[src/rtl/alu_multicycle.sv]
// alu_multicycle
// WIDTH-bit ALU for the multicycle CPU. Logic, arithmetic, shift and compare
// ops finish in a single cycle. Unsigned multiply, divide and remainder take
// WIDTH cycles, one shift-add or restoring-subtract step per cycle. The block
// takes requests and returns results over valid/ready handshakes, and it
// handles one operation at a time.
module alu_multicycle #(
  parameter int WIDTH   = 32,
  parameter int SHAMT_W = 5
) (
  input  logic               clk,
  input  logic               reset_n,
  input  logic               in_valid,
  output logic               in_ready,
  input  logic [WIDTH-1:0]   operand1,
  input  logic [WIDTH-1:0]   operand2,
  input  logic [SHAMT_W-1:0] shamt,
  input  logic [3:0]         funct,
  output logic               out_valid,
  input  logic               out_ready,
  output logic [WIDTH-1:0]   alu_result,
  output logic               zero,
  output logic               busy
);

  typedef enum logic [3:0] {
    F_ADD   = 4'd0,
    F_SUB   = 4'd1,
    F_AND   = 4'd2,
    F_OR    = 4'd3,
    F_XOR   = 4'd4,
    F_NOR   = 4'd5,
    F_SLL   = 4'd6,
    F_SRL   = 4'd7,
    F_SRA   = 4'd8,
    F_SLT   = 4'd9,
    F_SLTU  = 4'd10,
    F_MUL   = 4'd11,
    F_MULHU = 4'd12,
    F_DIVU  = 4'd13,
    F_REMU  = 4'd14,
    F_RSVD  = 4'd15
  } funct_t;

  typedef enum logic [1:0] {
    ST_IDLE,
    ST_BUSY,
    ST_DONE
  } state_t;

  state_t             r_state;
  state_t             w_state_nxt;

  // Iterative datapath. For multiply, {r_acc, r_mq} is the running product
  // and the multiplier shifts out of r_mq. For divide, r_acc is the partial
  // remainder and quotient bits shift into r_mq.
  logic [3:0]         r_funct;
  logic [WIDTH-1:0]   r_acc;
  logic [WIDTH-1:0]   r_mq;
  logic [WIDTH-1:0]   r_op2;
  logic [SHAMT_W-1:0] r_cnt;
  logic [WIDTH-1:0]   r_result;
  logic               r_zero;

  logic               w_is_iter;
  logic [WIDTH-1:0]   w_single;
  logic               w_is_mul;
  logic [WIDTH:0]     w_mul_sum;
  logic [WIDTH:0]     w_div_shift;
  logic [WIDTH:0]     w_div_diff;
  logic [WIDTH-1:0]   w_acc_nxt;
  logic [WIDTH-1:0]   w_mq_nxt;
  logic [WIDTH-1:0]   w_iter_result;

  assign w_is_iter  = funct inside {F_MUL, F_MULHU, F_DIVU, F_REMU};
  assign alu_result = r_result;
  assign zero       = r_zero;

  // Single-cycle result, computed from the live request operands so that it
  // can be registered on the handshake edge.
  // NOTE: every signal is given a default first, so no path through this
  // block leaves a signal unassigned and no latch is inferred.
  always_comb begin
    w_single = '0;
    case (funct)
      F_ADD:  w_single = operand1 + operand2;
      F_SUB:  w_single = operand1 - operand2;
      F_AND:  w_single = operand1 & operand2;
      F_OR:   w_single = operand1 | operand2;
      F_XOR:  w_single = operand1 ^ operand2;
      F_NOR:  w_single = ~(operand1 | operand2);
      F_SLL:  w_single = operand1 << shamt;
      F_SRL:  w_single = operand1 >> shamt;
      F_SRA:  w_single = $signed(operand1) >>> shamt;
      F_SLT:  w_single = {{(WIDTH-1){1'b0}}, $signed(operand1) < $signed(operand2)};
      F_SLTU: w_single = {{(WIDTH-1){1'b0}}, operand1 < operand2};
      default: w_single = '0;  // Reserved, plus iterative ops (not used here).
    endcase
  end

  // One multiply or divide step. When the divisor is zero, every trial
  // subtract succeeds. The quotient then becomes all ones and the remainder
  // becomes the dividend, with no special case needed.
  always_comb begin
    w_is_mul    = (r_funct == F_MUL) || (r_funct == F_MULHU);
    w_mul_sum   = {1'b0, r_acc} + (r_mq[0] ? {1'b0, r_op2} : '0);
    w_div_shift = {r_acc, r_mq[WIDTH-1]};
    w_div_diff  = w_div_shift - {1'b0, r_op2};
    w_acc_nxt   = '0;
    w_mq_nxt    = '0;
    if (w_is_mul) begin
      w_acc_nxt = w_mul_sum[WIDTH:1];
      w_mq_nxt  = {w_mul_sum[0], r_mq[WIDTH-1:1]};
    end else if (w_div_diff[WIDTH]) begin
      // Borrow: the divisor does not fit, so restore the shifted remainder.
      w_acc_nxt = w_div_shift[WIDTH-1:0];
      w_mq_nxt  = {r_mq[WIDTH-2:0], 1'b0};
    end else begin
      w_acc_nxt = w_div_diff[WIDTH-1:0];
      w_mq_nxt  = {r_mq[WIDTH-2:0], 1'b1};
    end
    w_iter_result = ((r_funct == F_MUL) || (r_funct == F_DIVU)) ? w_mq_nxt : w_acc_nxt;
  end

  // State register.
  // NOTE: sequential blocks use non-blocking assignments only, so every
  // register samples values from before the edge, whatever the statement order.
  always_ff @(posedge clk or negedge reset_n) begin
    if (!reset_n) r_state <= ST_IDLE;
    else          r_state <= w_state_nxt;
  end

  // Next-state logic: accept in IDLE, iterate in BUSY, hold in DONE until consumed.
  always_comb begin
    w_state_nxt = r_state;
    case (r_state)
      ST_IDLE: if (in_valid)       w_state_nxt = w_is_iter ? ST_BUSY : ST_DONE;
      ST_BUSY: if (r_cnt == '0)    w_state_nxt = ST_DONE;
      ST_DONE: if (out_ready)      w_state_nxt = ST_IDLE;
      default:                     w_state_nxt = ST_IDLE;
    endcase
  end

  // Handshake and status outputs, decoded from the current state.
  always_comb begin
    in_ready  = 1'b0;
    out_valid = 1'b0;
    busy      = 1'b0;
    case (r_state)
      ST_IDLE: in_ready  = 1'b1;
      ST_BUSY: busy      = 1'b1;
      ST_DONE: out_valid = 1'b1;
      default: in_ready  = 1'b0;
    endcase
  end

  // Datapath. Capture the request on the handshake, step the iteration,
  // then register the result and its zero flag together.
  // NOTE: the datapath registers are reset as well. A reset in mid-operation
  // then leaves no leftover partial product or remainder to show up later.
  always_ff @(posedge clk or negedge reset_n) begin
    if (!reset_n) begin
      r_funct  <= '0;
      r_acc    <= '0;
      r_mq     <= '0;
      r_op2    <= '0;
      r_cnt    <= '0;
      r_result <= '0;
      r_zero   <= 1'b1;
    end else begin
      case (r_state)
        ST_IDLE: begin
          if (in_valid) begin
            r_funct <= funct;
            r_acc   <= '0;
            r_mq    <= operand1;
            r_op2   <= operand2;
            r_cnt   <= SHAMT_W'(WIDTH - 1);
            if (!w_is_iter) begin
              r_result <= w_single;
              r_zero   <= (w_single == '0);
            end
          end
        end
        ST_BUSY: begin
          r_acc <= w_acc_nxt;
          r_mq  <= w_mq_nxt;
          r_cnt <= r_cnt - 1'b1;
          if (r_cnt == '0) begin
            r_result <= w_iter_result;
            r_zero   <= (w_iter_result == '0);
          end
        end
        default: ;  // DONE holds the result until it is consumed.
      endcase
    end
  end

endmodule

[config.mk]
export PLATFORM = sky130hd
export DESIGN_NAME = alu_multicycle
export DESIGN_NICKNAME = d
export VERILOG_FILES = /design/src/rtl/alu_multicycle.sv
export SDC_FILE = /design/constraint.sdc
export NUM_CORES = 1
export LEC_CHECK = 0
export BUFFER_PORTS_ARGS = -buffer_cell sky130_fd_sc_hd__buf_2
export CORE_MARGIN = 2
export CORE_UTILIZATION = 25
export CTS_BUF_LIST = sky130_fd_sc_hd__clkbuf_16
export CTS_CLUSTER_DIAMETER = 40
export CTS_CLUSTER_SIZE = 16
export DETAILED_ROUTE_END_ITERATION = 10
export GPL_ROUTABILITY_DRIVEN = 0
export GPL_TIMING_DRIVEN = 0
export PLACE_DENSITY = 0.41
export SLEW_MARGIN = 20
export SYNTH_ARGS = -nofsm -noshare
export SYNTH_HDL_FRONTEND = slang
export SYNTH_SLANG_ARGS = --single-unit
[constraint.sdc]
create_clock -name clk -period 5.28 [get_ports clk]
set_input_delay 1.584 -clock clk [delete_from_list [all_inputs] [get_ports clk]]
set_output_delay 1.584 -clock clk [all_outputs]
set_load 0.02 [all_outputs]
==> metrics, run 1 <==
number of flops mapped to enable cells by yosys 0; final worst-path setup slack -188 ps; met3 wire len roughly 8900 microns; class of the most critical setup path primary input to flip-flop; length of the first detailed-routing pass in iterations 9; sequence of cells on the critical path buf_2 > buf_4 > inv_1 > ha_4 > a21oi_1 > nand2_1 > nand3_1 > o311ai_2 > a2111o_1 > a2111o_1 > or4_4 > nor4_4 > nand4_1 > nor4_2 > nand4_1 > nand3_1; register bit count reported by yosys 140; area share of the largest cell type after synthesis 0.160; worst path arrival time ~6000 ps; worst-case hold slack ~480 ps; crit end category flip-flop; post-cts hold buffer count 0; number of levels in the clock H-tree 4; number of clock buffers inserted by TritonCTS 17; Worst Max-Slew Pin Slew about 1100 ps; clock-pin slew on the worst setup and hold paths roughly 80 ps; GR Util All Layers 0.271; number of antenna violations at the first check in global routing 4; worst reg2reg path depth 18; met1 WL just over 50000 microns; buffers added on ports 110; crit path launch type primary input; result of the run finished, violations left; wire length reported by the detailed router 125000 microns; Die Area about 89000 sq um; Chip Height between 200 and 300 microns; clk sinks 140; net count of the finished layout 3281; Worst IR Drop VDD around 0.21 mV; RSZ-0062 raised after global routing true; share of synthesized area occupied by flip-flops and latches 0.161; minimum clock period about 5500 ps; max-capacitance violation count 0; number of vias per cell after detailed routing 5.97; detailed placer's ending HPWL about 100000 microns; headroom to the max-slew limit 0.245; area of the mapped netlist 21700 sq um; wire length per cell after detailed routing roughly 30 microns; maximum number of pins on one net before global-route repair 83; post-detailed-route DRC marker count 0; fill count approximately 9.5k; Warnings, synthesis 0; Horiz. Die Dim ~300 microns; standard-cell row count 108; CP required 5690 ps; antenna violation net count after detailed routing 0; final std cells w/o fill 4200; Top FF cell, synth dfrtp_1; post-synthesis average cell area roughly 7.5 sq um; initial cell density of the core 0.251; pwr/cell area approximately 450 nW/um^2; commonest cells after routing, fill and taps aside 332 x nand2_1, 209 x o21ai_0, 203 x nor2_1, 191 x a21oi_1, 163 x ha_1; most frequent standard cell in the layout excluding fill and tap cells nand2_1; I/O pin count around 110; nets in the synthesized netlist about 3.1k; ranking of synthesized cells by area dfrtp_1 16%, ha_1 9.7%, nand2_1 5.8%; maximum fanout along the worst path 10; Tcrit/Tclk final 1.04; CTS tree built; Critical-path top delay cell a21oi_1; leakage dissipation between 10 and 15 nW; highest signal layer in the routed design met4; number of pins with negative max-slew slack in the final report 0; vias in the first global route approximately 24k; async set-reset flop share out of synthesis 1.00; f_max about 0.18 GHz; final setup violating endpoints 1; longest individual stage delay on the worst path between 500 and 600 ps; share of layout cells above drive strength 1 0.143; cell count after placement roughly 4.2k; failing checks setup timing; clock skew 17.1 ps; clock latency of the later-clocked register in the worst-skew pair about 470 ps; first-pass GRT wire length ~180000 microns; count of routing violations after the opening detailed-route iteration roughly 2.5k; post-synthesis instance total 2897; via count of the routed design roughly 25k; Hold Path Class flip-flop to flip-flop; routed length on met2 56700 microns; clock tree root driver cell clkbuf_16; cell taking the most area after synthesis dfrtp_1; P&R area growth vs syn 16.0%; Overflow after GRT 0; Core ar. approximately 86000 sq um; Hold Path Stages 1; number of unique standard cell types used by synthesis 85; buffer depth of the longest clock path 2; number of hold violations in the final report 0
## critical path, delay by kind of cell
kind | cells | cell delay (ps)
AOI/OAI and AO/OA | 4 | 1510
adders and majority gates | 1 | 330
buffers and inverters | 3 | 620
and+or+nand+nor | 8 | 1820
## metal layers
metal	vias to the layer above	global-route usage
met4	0	0.166
met5	-	0
li1	11200	-
met3	332	0.0348
met1	12300	0.343
met2	1309	0.439
## what timing repair did
action	in CTS	in global routing
endpoints found under the setup margin	29	14
pin swaps	5	11
resized for setup	90	93
setup buffers	6	6
## metrics by stage
stage	util	setup WS (ps)	setup TNS (ps)	cell area, sq um	power (mW)
3_5_place_dp	0.276	-2130	-28060	23900	9.63
2_1_floorplan	-	103	0	21700	6.73
4_1_cts	0.287	-195	-195	24800	11.0
3_3_place_gp	0.274	-2400	-33470	23700	9.66
5_1_grt	0.292	-228	-544	25200	12.0
6_report	0.292	-188	-188	25200	11.4
## cells by family (layout without fill, tap and decap cells)
family | after synthesis | in the layout | share of synthesized area
compound gates | 996 | 996 | 0.313
mux | 188 | 188 | 0.114
fa+ha+maj | 173 | 173 | 0.101
buf+inv | 378 | 525 | 0.0699
xor+xnor | 63 | 63 | 0.0254
flops | 140 | 140 | 0.161
other cells | 0 | 1 | 0
simple gates | 959 | 959 | 0.215
## cell usage after synthesis (all sizes together), types with 11 or more instances
master / number
nor2: 205
o32ai: 11
nand3: 48
a21o: 60
o31a: 11
a22o: 18
o22ai: 36
nor4: 20
mux4: 44
inv: 152
mux2i: 107
nor2b: 32
clkbuf: 170
a311oi: 14
dfrtp: 139
a2111oi: 21
o21a: 19
a22oi: 36
or2: 15
a31oi: 35
o221ai: 19
nand2: 333
and2: 58
a21oi: 196
mux2: 37
and3: 43
a221oi: 28
or3: 24
nand4: 25
nand2b: 21
buf: 55
o211ai: 53
ha: 169
a211o: 17
xor2: 20
o2111ai: 13
a221o: 13
o21ai: 218
o31ai: 24
xnor2: 43
a211oi: 32
nor3: 67
o22a: 24
## worst paths after layout
| path | slack [ps] | start | to |
|---|---|---|---|
| max | -190 | operand1[7] | zero |
| min | 480 | alu_result[27] | alu_result[27] |
| max reg2reg | -140 | r_mq[31] | zero |
| min reg2reg | 480 | alu_result[27] | alu_result[27] |
| max in group asynchronous | 3330 | reset_n | zero |
| min in group asynchronous | 1070 | reset_n | r_op2[6] |
## layout make-up
cell class	count	area [sq um]	area share
Multi-Input combinational cell	2379	17300	0.689
Sequential cell	140	3500	0.139
Tap cell	1155	1450	0.0574
Buffer	210	973	0.0387
Timing Repair Buffer	130	733	0.0291
Inverter	153	583	0.0232
Clock buffer	17	425	0.0169
Clock inverter	15	165	0.00656
Antenna cell	1	2.50	0.0000994
## flip-flops by register name, summed over array words and instances, names as in the netlist
register / cells
alu_result: 32
r_acc: 32
r_cnt: 5
r_funct: 4
r_mq: 32
r_op2: 32
r_state: 2
zero: 1
## power by group
part	leakage [nW]	internal, mW	total (mW)	switching [mW]
clock	0.291	0.636	1.28	0.641
sequential	1.74	1.54	2.00	0.459
combinational	8.85	2.67	8.09	5.42
total	10.9	4.84	11.4	6.52
Power figures use the tool's default switching activity.
==> run 2: changes to the inputs <==
==> constraint.sdc (replaced) <==
create_clock -name clk -period 6.9 [get_ports clk]
set_input_delay 2.07 -clock clk [delete_from_list [all_inputs] [get_ports clk]]
set_output_delay 2.07 -clock clk [all_outputs]
set_load 0.02 [all_outputs]
==> run 2 against run 1 <==
  * The run now ends clean
  * Setup slack improved by 240 ps
  * Power shrank 25%
  * Final cell count hardly changed
  * Sequential share of layout area up 0.39 points
  * Clock skew up 1.8 ps
  * Non-clock buffer count did not move
  * First-iteration DRC count rose by 11%
  * Register-to-register slack improved by 510 ps
  * Global-route usage about the same
  * Largest cell class unchanged
  * Largest power group unchanged
==> metrics, run 2 (synthesis gave the netlist of run 1 again) <==
result of the run complete, no violations; commonest cells after routing, fill and taps aside 333 x nand2_1, 214 x o21ai_0, 204 x nor2_1, 196 x a21oi_1, 169 x ha_1; Tcrit/Tclk final 0.993; power share of the clock group 0.115 (+0.003); buffers added on ports 110 (unchanged); post-cts hold buffer count 0 (unchanged); antenna violation net count after detailed routing 0 (unchanged); standard-cell row count 108 (unchanged); net switching share of the total power 0.574 (about the same); cell area after layout 24500 sq um (-2.7%); hold-critical path endpoint alu_result[27]; source of the worst register-to-register timing path r_mq[31]; length of the first detailed-routing pass in iterations 6 (-3); final std cells w/o fill 4201 (+0.024%); class of the most critical setup path primary input to flip-flop; f_max approximately 0.15 GHz; net count of the finished layout 3281 (unchanged); post-detailed-route DRC marker count 0 (unchanged); minimum clock period 6850 ps; max-capacitance violation count 0 (unchanged); Hold Path Stages 1 (unchanged); met1 routing resource usage after global routing 0.345 (+0.00218); Area after DPL 23900 sq um (unchanged); number of antenna violations at the first check in global routing 5 (+1); Overflow after GRT 0 (unchanged); clock-pin slew on the worst setup and hold paths 80 ps (about the same); worst reg2reg path depth 18 (unchanged); buffer depth of the longest clock path 2 (unchanged); Worst Max-Slew Pin Slew 1140 ps (+23.0 ps); clock latency of the later-clocked register in the worst-skew pair 470 ps (about the same); clock tree root driver cell clkbuf_16; via count of the routed design 25.0k (-0.39%); first-pass GRT wire length 178000 microns (about the same); most frequent standard cell in the layout excluding fill and tap cells nand2_1; minimum setup slack among reg-to-reg paths 370 ps (+510 ps); met3 track demand over resource 0.0345 (-0.000291); number of hold violations in the final report 0 (unchanged); sequential share of power 0.179 (+0.003); worst path arrival time 7250 ps (+1370 ps); crit path launch type primary input; leakage dissipation 10.7 nW (-2.1%); Core ar. 86300 sq um (unchanged); vias in the first global route 24.2k (-0.72%); share of layout cells above drive strength 1 0.107 (-0.0361); fill count 9549 (+0.44%); count of buffers added by post-CTS timing repair for setup 0 (-6); cell count after placement 4170 (unchanged); wire length per cell after detailed routing 29.8 microns (-0.32%); P&R area growth vs syn 12.8%; maximum fanout along the worst path 10 (unchanged); hold path startpoint alu_result[27]; total area of multi-input combinational cells 16800 sq um (-3.1%); crit end category flip-flop; number of pins with negative max-slew slack in the final report 0 (unchanged); GR Util All Layers 0.271 (about the same); CTS tree built; TNS Setup 0 ps (+188 ps); RSZ-0062 raised after global routing false; number of clock buffers inserted by TritonCTS 17 (unchanged); most heavily used metal layer in global routing met2; initial cell density of the core 0.251 (unchanged); clock skew 18.8 ps (+1.76 ps); number of vias per cell after detailed routing 5.95 (-0.41%); number of levels in the clock H-tree 4 (unchanged); wire length reported by the detailed router 125000 microns (-0.30%); maximum number of pins on one net before global-route repair 83 (unchanged); Hold Path Class flip-flop to flip-flop; combinational fraction of design power 0.706 (-0.006); headroom to the max-slew limit 0.230 (-0.0155); end of the worst register-to-register path zero; CP required 7300 ps (+1610 ps); Worst IR Drop VDD 0.159 mV (-24%); met2 Resource Use GR 0.441 (+0.00166); register area 3500 sq um (unchanged); clk sinks 140 (unchanged); final setup violating endpoints 0 (-1); Horiz. Die Dim 299 microns (unchanged); Chip Height 299 microns (unchanged); I/O pin count 113 (unchanged); Die Area 89200 sq um (unchanged); internal power of the cells 3.63 mW (-25%); pwr/cell area 349 nW/um^2 (-23%); number of gates resized after cts 5 (-94%); Switching Power 4.90 mW (-25%); count of routing violations after the opening detailed-route iteration 2809 (+11%); detailed placer's ending HPWL 102000 microns (unchanged)
run 2: worst max path at each step:
stage,from,to,slack (ps),cells past startpoint
finish,operand1[8],zero,50,16
global route,operand1[4],zero,20,16
CTS,operand1[7],zero,30,17
detailed placement,operand1[6],zero,-1000,15
global placement,operand1[6],alu_result[31],-1270,14
floorplan,operand1[4],zero,1240,16
run 2: cell type report:
cell class | count | share of cell area
clock buffers | 17 | 0.0174
plain buffers | 222 | 0.0381
inverters | 153 | 0.0235
repair buffers | 118 | 0.0255
multi-input cells | 2379 | 0.686
flip-flops and latches | 140 | 0.143
clock inverters | 15 | 0.00674
well taps | 1155 | 0.0590
diodes | 2 | 0.000204
run 2: metal layers:
layer	up-vias	wire, microns
met5	-	13
met4	2	8360
met3	331	9000
met2	1321	56600
met1	12200	51100
li1	11100	-
run 2: per-stage QoR:
stage                     worst slack [ps]  power [mW]  hold slack [ps]  utilization
after floorplan                       1240        5.15              465            -
after global placement               -1270        7.39              462        0.274
after detailed placement              -998        7.37              460        0.276
after CTS                             26.1        8.38              479        0.283
after global routing                  19.4        9.02              499        0.284
final                                 49.1        8.54              475        0.284
run 2: power by group through the flow:
stage | combinational [mW] | clock (mW) | sequential, mW
floorplan | 3.66 | 0 | 1.49
global placement | 5.85 | 0 | 1.54
detailed placement | 5.84 | 0 | 1.53
CTS | 5.87 | 0.988 | 1.52
global route | 6.44 | 1.01 | 1.57
finish | 6.02 | 0.981 | 1.53
run 2: worst max-delay path, cell delays in order:
cell and delay [ps]:
buf_2 170, clkbuf_1 700, inv_1 110, ha_1 450, inv_1 290, o31ai_2 180, or3_1 320, o21ai_0 560
a21oi_1 330, a221oi_2 540, o31a_1 230, xnor2_1 80, a2111oi_2 710, a21boi_0 280, nand4_1 120, nand3_1 100
